<file path="config.mk">
export PLATFORM = sky130hd
export DESIGN_NAME = pair_exit_drain
export DESIGN_NICKNAME = d
export VERILOG_FILES = /design/src/rtl/pair_exit_drain.sv
export SDC_FILE = /design/constraint.sdc
export NUM_CORES = 1
export LEC_CHECK = 0
export ABC_AREA = 1
export BUFFER_PORTS_ARGS = -buffer_cell sky130_fd_sc_hd__buf_2
export CORE_ASPECT_RATIO = 1.75
export CORE_MARGIN = 8
export CORE_UTILIZATION = 57
export CTS_CLUSTER_SIZE = 8
export DETAILED_ROUTE_END_ITERATION = 16
export HOLD_SLACK_MARGIN = 0.03
export PLACE_DENSITY = 0.87
export SYNTH_ARGS = -nofsm -noshare
export SYNTH_HDL_FRONTEND = slang
export SYNTH_SLANG_ARGS = --single-unit
</file>
<file path="constraint.sdc">
create_clock -name clk -period 2.25 [get_ports clk]
set_clock_uncertainty 0.05 [all_clocks]
set_input_delay 0 -clock clk [delete_from_list [all_inputs] [get_ports clk]]
set_output_delay 0 -clock clk [all_outputs]
set_load 0.02 [all_outputs]
</file>
<file path="src/rtl/pair_exit_drain.sv">
// pair_exit_drain: pops pair words from the slot-sampled exit FIFO and streams them as 64-bit beats plus a count trailer
module pair_exit_drain #(
    parameter int SLOT_CYCLES = 16,
    parameter int MAX_PAIRS   = 4096,
    parameter int CNT_W       = 16
) (
    input  logic         clk,
    input  logic         reset,
    input  logic         start,
    input  logic [191:0] pair_in,
    output logic         read_ctrl,
    output logic [63:0]  m_data,
    output logic         m_valid,
    input  logic         m_ready,
    output logic         m_last,
    output logic         busy,
    output logic         done
);
    localparam int WAIT_W = $clog2(2 * SLOT_CYCLES);
    localparam logic [WAIT_W-1:0] WAIT_MAX = WAIT_W'(2 * SLOT_CYCLES - 1);
    typedef enum logic [3:0] {IDLE, SETTLE, SAMPLE, SEND0, SEND1, SEND2, POP_HI, POP_LO, TRAIL, DONE} state_t;
    state_t state, state_n;
    logic [WAIT_W-1:0] wait_cnt, wait_n;
    logic [CNT_W-1:0] pairs, pairs_n;
    logic [191:0] cap, cap_n;
    logic ovf, ovf_n;
    logic [15:0] cnt16;
    always_ff @(posedge clk) begin
        if (!reset) begin
            state     <= IDLE;
            wait_cnt  <= '0;
            pairs     <= '0;
            cap       <= '0;
            ovf       <= 1'b0;
            read_ctrl <= 1'b0;
        end else begin
            state     <= state_n;
            wait_cnt  <= wait_n;
            pairs     <= pairs_n;
            cap       <= cap_n;
            ovf       <= ovf_n;
            read_ctrl <= state_n == POP_HI;
        end
    end
    always_comb begin
        state_n = state;
        wait_n  = wait_cnt;
        pairs_n = pairs;
        cap_n   = cap;
        ovf_n   = ovf;
        case (state)
            IDLE: if (start) begin
                state_n = SETTLE;
                pairs_n = '0;
                ovf_n   = 1'b0;
                wait_n  = WAIT_MAX;
            end
            SETTLE: if (wait_cnt == '0) state_n = SAMPLE;
                    else wait_n = wait_cnt - WAIT_W'(1);
            SAMPLE: begin
                cap_n = pair_in;
                if (pair_in == '0) state_n = TRAIL;
                else if (pairs == CNT_W'(MAX_PAIRS)) begin
                    state_n = TRAIL;
                    ovf_n   = 1'b1;
                end else state_n = SEND0;
            end
            SEND0: if (m_ready) state_n = SEND1;
            SEND1: if (m_ready) state_n = SEND2;
            SEND2: if (m_ready) begin
                state_n = POP_HI;
                pairs_n = pairs + CNT_W'(1);
                wait_n  = WAIT_MAX;
            end
            // each pop phase spans two slots so the FIFO sees the level at least once
            POP_HI: if (wait_cnt == '0) begin
                state_n = POP_LO;
                wait_n  = WAIT_MAX;
            end else wait_n = wait_cnt - WAIT_W'(1);
            POP_LO: if (wait_cnt == '0) state_n = SAMPLE;
                    else wait_n = wait_cnt - WAIT_W'(1);
            TRAIL: if (m_ready) state_n = DONE;
            DONE: state_n = IDLE;
            default: state_n = IDLE;
        endcase
    end
    assign cnt16   = 16'(pairs);
    assign m_valid = state inside {SEND0, SEND1, SEND2, TRAIL};
    assign m_last  = state == TRAIL;
    assign busy    = !(state inside {IDLE, DONE});
    assign done    = state == DONE;
    assign m_data  = state == SEND0 ? cap[63:0] :
                     state == SEND1 ? cap[127:64] :
                     state == SEND2 ? cap[191:128] :
                     state == TRAIL ? {16'hFFFF, 15'h0, ovf, 16'h0, cnt16} : '0;
endmodule

</file>
# Word-level counts from Yosys, hierarchy flattened
# Cells that the tools add are included.
[totals] ff_bits=219 input_bits=196 out_inout_bits=69 elab_cells=63
[classes] n_addsub=2 eq_ne=16 mux=26 n_reduce_logical=13
[ops] op="two-way mux 64 bit" n=4
[ops] op="logical NOT 192 bit" n=1
[ops] op="two-way mux 4 bit" n=9
[ops] op="two-way mux 16 bit" n=2
[ops] op="one-hot mux 16 bit (2 select lines)" n=1
[ops] op="one-hot mux 4 bit (8 select lines)" n=1
[ops] op="== test 4 x 3 -> 1 bit, second input constant" n=5
[ops] op="two-way mux 5 bit" n=4
[ops] op="one-hot mux 5 bit (4 select lines)" n=1
[ops] op="adder 16 x 1 -> 16 bit, second input constant" n=1
[ops] op="== test 16 x 13 -> 1 bit, second input constant" n=1
[ops] op="inequality test 2 bit, second input constant" n=5
[ops] op="== test 4 x 2 -> 1 bit, second input constant" n=2
[ops] op="== test 4 bit, second input constant" n=2
[ops] op="AND reduction 4 bit" n=2
[ops] op="nonzero test 4 bit" n=2
[ops] op="nonzero test 2 bit" n=3
[ops] op="logical NOT 5 bit" n=1
[ops] op="subtractor 5 x 1 -> 5 bit, second input constant" n=1
[ops] op="== test 4 x 1 -> 1 bit, second input constant" n=1
[ops] op="logical NOT 4 bit" n=1
[ops] op="two-way mux 1 bit" n=3
[ops] op="AND reduction 3 bit" n=1
[ops] op="one-hot mux 1 bit (2 select lines)" n=1
[ops] op="2 further kinds" n=2

# Longest topological paths before layout
[logic_depth] ltp_word=5 ltp_mapped=11 ltp_nobuf=11

# Least setup slack after synthesis
# Ideal clock, no wire load.
[synth_timing] path_kind="reg-to-reg" start="reg pairs[0] (netlist: cnt16[0])" end="reg pairs[14] (netlist: cnt16[14])" setup_time_ns=0.070 arrival_time_ns=1.372 required_time_ns=2.130 path_slack_ns=0.759 stages_incl_launch_ff=8 n_path_buf=0 synth_period_minus_slack_ns=1.491 cell_sequence="dfxtp_1 -> ha_1 -> nand2_1 -> nor3_1 -> nand4_2 -> nor3_1 -> nand2_1 -> a21oi_1"
[synth_via] elab_chain_len=3
[synth_lines] element="start, declared" line_no="24" rtl="logic [CNT_W-1:0] pairs, pairs_n;"
[synth_lines] element="start signal, assigned" line_no="39" rtl="pairs <= pairs_n;"
[synth_lines] element="adder 16 x 1 -> 16 bit" line_no="72" rtl="pairs_n = pairs + CNT_W'(1);"
[synth_lines] element="two-way mux 16 bit" line_no="70" rtl="SEND2: if (m_ready) begin"
[synth_lines] element="one-hot mux 16 bit (2 select lines)" line_no="51" rtl="case (state)"
# Every way passes these cells. The select of a mux whose other input is x is not followed.
# A chain may end at the register's enable or synchronous reset.

# Final worst setup path
[layout_timing] start="reg state[3]" end="out m_data[44]"
[layout_via] elab_chain_len=4 word_cells_on_any_way=6 classes_between="3 x eq/ne; 3 x mux"
[layout_lines] element="start, declared" line_no="22" rtl="state_t state, state_n;"
[layout_lines] element="start signal, assigned" line_no="37" rtl="state <= state_n;"
[layout_lines] element="== test 4 x 3 -> 1 bit" line_no="94" rtl="state == SEND2 ? cap[191:128] :"
[layout_lines] element="two-way mux 64 bit" line_no="94"
[layout_lines] element="two-way mux 64 bit" line_no="93" rtl="state == SEND1 ? cap[127:64] :"
[layout_lines] element="two-way mux 64 bit (*)" line_no="92" rtl="assign m_data = state == SEND0 ? cap[63:0] :"
[layout_lines] element="end, declared" line_no="12" rtl="output logic [63:0] m_data,"
# Mark *: on every way between the ends. The rest lies on a longest branch, timed or not.

==> impl_metrics.json <==
{
  "slew_headroom_pct": 58.3,
  "clk_path_buf_depth": 3,
  "crit_chain": "inv_1, nand2_2, nor2_4, buf_8, nand2_1, nand3_1, buf_2",
  "clock_latency_ns": 0.53,
  "maxSlewViolCount": 0,
  "ys_warn_count": 0,
  "grtUsageMet1_pct": 43.8,
  "initial_core_util_pct": 58.3,
  "gr-usage-met3_pct": 13.8,
  "period_needed_ns": 2.24,
  "cts_buffers": 31,
  "leakage_uw": 0.00623,
  "yosysMostFrequentCell": "nor2_1",
  "wl_per_cell_um": 22.2,
  "finalHoldViolCount": 0,
  "antenna_found_initial": 12,
  "cts_tree": "yes",
  "dieArea_mm2": 0.0220,
  "grt_pass1_vias": 13400,
  "fin_util_pct": 85.7,
  "gr-max-usage-layer": "met2",
  "critPathCaptureType": "output pin",
  "synth.distinct_cells": 32,
  "path_clk_slew_ns": 0.05,
  "die_h_um": 190,
  "yosys.area.top_type": "dfxtp_1",
  "grt_max_degree": 107,
  "dp_hpwl_mm": 23.4,
  "coreArea_mm2": 0.0169,
  "worstPathRequired_ns": 2.20,
  "pre_cts_slack_ns": 0.385,
  "post-route-drc-count": 0,
  "status": "finished, final reports clean",
  "cp-start-kind": "register",
  "drv_cap": 0,
  "syn_area_mm2": 0.00988,
  "tns_ns": 0,
  "first_pass_iters": 6,
  "cp_slowest_stage_delay_ns": 0.35,
  "cts-root-buf": "clkbuf_16",
  "multi_input_area_mm2": 0.00497,
  "arrival_ns": 2.19,
  "timing.final.ws_setup_ns": 0.00520,
  "gp_congestion": 0.925,
  "area_growth_pct": 47.0,
  "drive_gt1_share_pct": 17.8,
  "seqCellArea_mm2": 0.00439,
  "fin_crit_sh_pct": 99.8,
  "max_freq_ghz": 0.445,
  "cp_slowest_cell": "dfxtp_1",
  "post_drt_via_cell_ratio": 6.15,
  "portBuffers": 264,
  "yosys-top-cells-area": "dfxtp_1 (44%), nor2_1 (18%), o21ai_0 (10%), nand2_1 (10%), nand3_1 (2.9%)",
  "clock_sinks": 219,
  "synth_edf_count": 0,
  "fillers": 893,
  "wl_mm": 48.6,
  "fin_total_pwr_uw": 12600,
  "ioPinCount": 265,
  "synth_fp_nets": 1693,
  "h-tree-depth": 1,
  "grt-ovfl-total": 0,
  "synth-seq-cells": 219,
  "netlist_top_cells_count": "nor2_1 (474), nand2_1 (265), dfxtp_1 (219), o21ai_0 (205), nand3_1 (57)",
  "die_w_um": 116,
  "met2_usage_pct": 70.6,
  "synth_top_area_share_pct": 44.4,
  "grt_pass1_wl_mm": 72.7,
  "synth-main-ff-cell": "dfxtp_1",
  "ys_seq_area_share_pct": 44.4,
  "synthCells": 1494,
  "grtUsageTotal_pct": 43.1,
  "hold_path.class": "input port to register",
  "worstPathMaxFanout": 40,
  "syn_area_per_cell_um2": 6.61,
  "num_rows": 63,
  "initialDrtViolationCount": 2027,
  "critical_path_class": "register to output pin",
  "vias": 13400,
  "peakVddDrop_mv": 0.877,
  "ant_nets": 0,
  "worst_pin_slew_ns": 0.623,
  "final_nets": 2140,
  "synthArstFlopShare_pct": 0,
  "setup_viol": 0,
  "pwr_density_cell_mw_per_mm2": 871
}
worst paths after layout:
check	startpoint	end	slack (ns)	cells past startpoint
worst max-delay path	state[3]	m_data[44]	0.005	7
worst min-delay path	pair_in[42]	cap[42]	0.24	4
worst max register to register	state[1]	cap[1]	0.19	7
worst min register to register	cnt16[13]	cnt16[14]	0.43	2
through the flow:
stage          instances  hold WS [ns]  instance area, um^2
2_1_floorplan       1494        0.0978                 9880
3_3_place_gp        1914         0.200                11400
3_5_place_dp        1914         0.210                11400
4_1_cts             2164         0.199                14300
5_1_grt             2176         0.253                14500
6_report            2183         0.240                14500
state kept, by name, summed over array words and instances, names as in the netlist:
register	count
cap	192
ovf	1
cnt16	16
wait_cnt	5
state	4
read_ctrl	1
cells in the final DEF (no fill, tap or decap), types with 2 or more instances in the layout:
| cell type | synthesis | layout |
|---|---|---|
| nor2_2 | 1 | 3 |
| buf_8 | 0 | 2 |
| nand3_2 | 0 | 2 |
| a21oi_1 | 55 | 55 |
| nand2_1 | 265 | 261 |
| buf_2 | 25 | 262 |
| dfxtp_2 | 0 | 3 |
| nand4_1 | 12 | 12 |
| clkinv_1 | 2 | 2 |
| buf_12 | 0 | 7 |
| a221oi_1 | 2 | 2 |
| buf_4 | 1 | 7 |
| nor2_1 | 474 | 469 |
| nor4_1 | 4 | 4 |
| buf_6 | 0 | 2 |
| inv_1 | 56 | 56 |
| inv_2 | 4 | 2 |
| nand2_2 | 4 | 8 |
| o2111ai_1 | 16 | 15 |
| clkbuf_16 | 0 | 33 |
| nor3_1 | 14 | 14 |
| nor2_4 | 1 | 4 |
| a211oi_1 | 3 | 3 |
| o21ai_0 | 205 | 204 |
| ha_1 | 3 | 3 |
| diode_2 | 0 | 16 |
| nand3_1 | 57 | 55 |
| dlygate4sd3_1 | 0 | 218 |
| dfxtp_1 | 219 | 216 |
power breakdown:
group	switching [uW]	leakage, uW	internal (uW)	total [uW]
sequential	550	0.00178	4740	5290
combinational	2070	0.00407	1270	3340
clock	1620	0.000382	2390	4010
total	4250	0.00623	8400	12600
cell families after synthesis:
family / synth area share, %
flops: 44.4
compound gates: 15.2
simple gates: 33.9
buf+inv: 6.06
xor+xnor: 0.0887
fa+ha+maj: 0.380
cell type report:
cell class	instances	share of cell area [%]
antenna	16	0.276
tap	227	1.96
sequential	219	30.2
clock inverter	1	0.0517
timing repair buffer	501	26.3
clock buffer	31	5.34
inverter	62	1.65
multi-input combinational	1126	34.2
routing by layer:
layer | vias up | wire length [um]
met1 | 5979 | 14800
li1 | 5707 | -
met5 | - | 30
met3 | 449 | 5650
met4 | 4 | 5030
met2 | 1286 | 23000
critical path, delay by kind of cell, from the launching register on:
family,cells,cell delay (ns)
buf+inv,3,0.70
flops,1,0.35
simple gates,4,0.59
repair_timing:
item,in CTS,in global routing
hold buffers,218,0
cloned,0,3
setup endpoints to repair,18,69
buffers inserted,0,0
pin swaps,0,1
hold endpoints to repair,210,0
resized for setup,2,25
No activity file was read; power rests on OpenSTA's default activity.
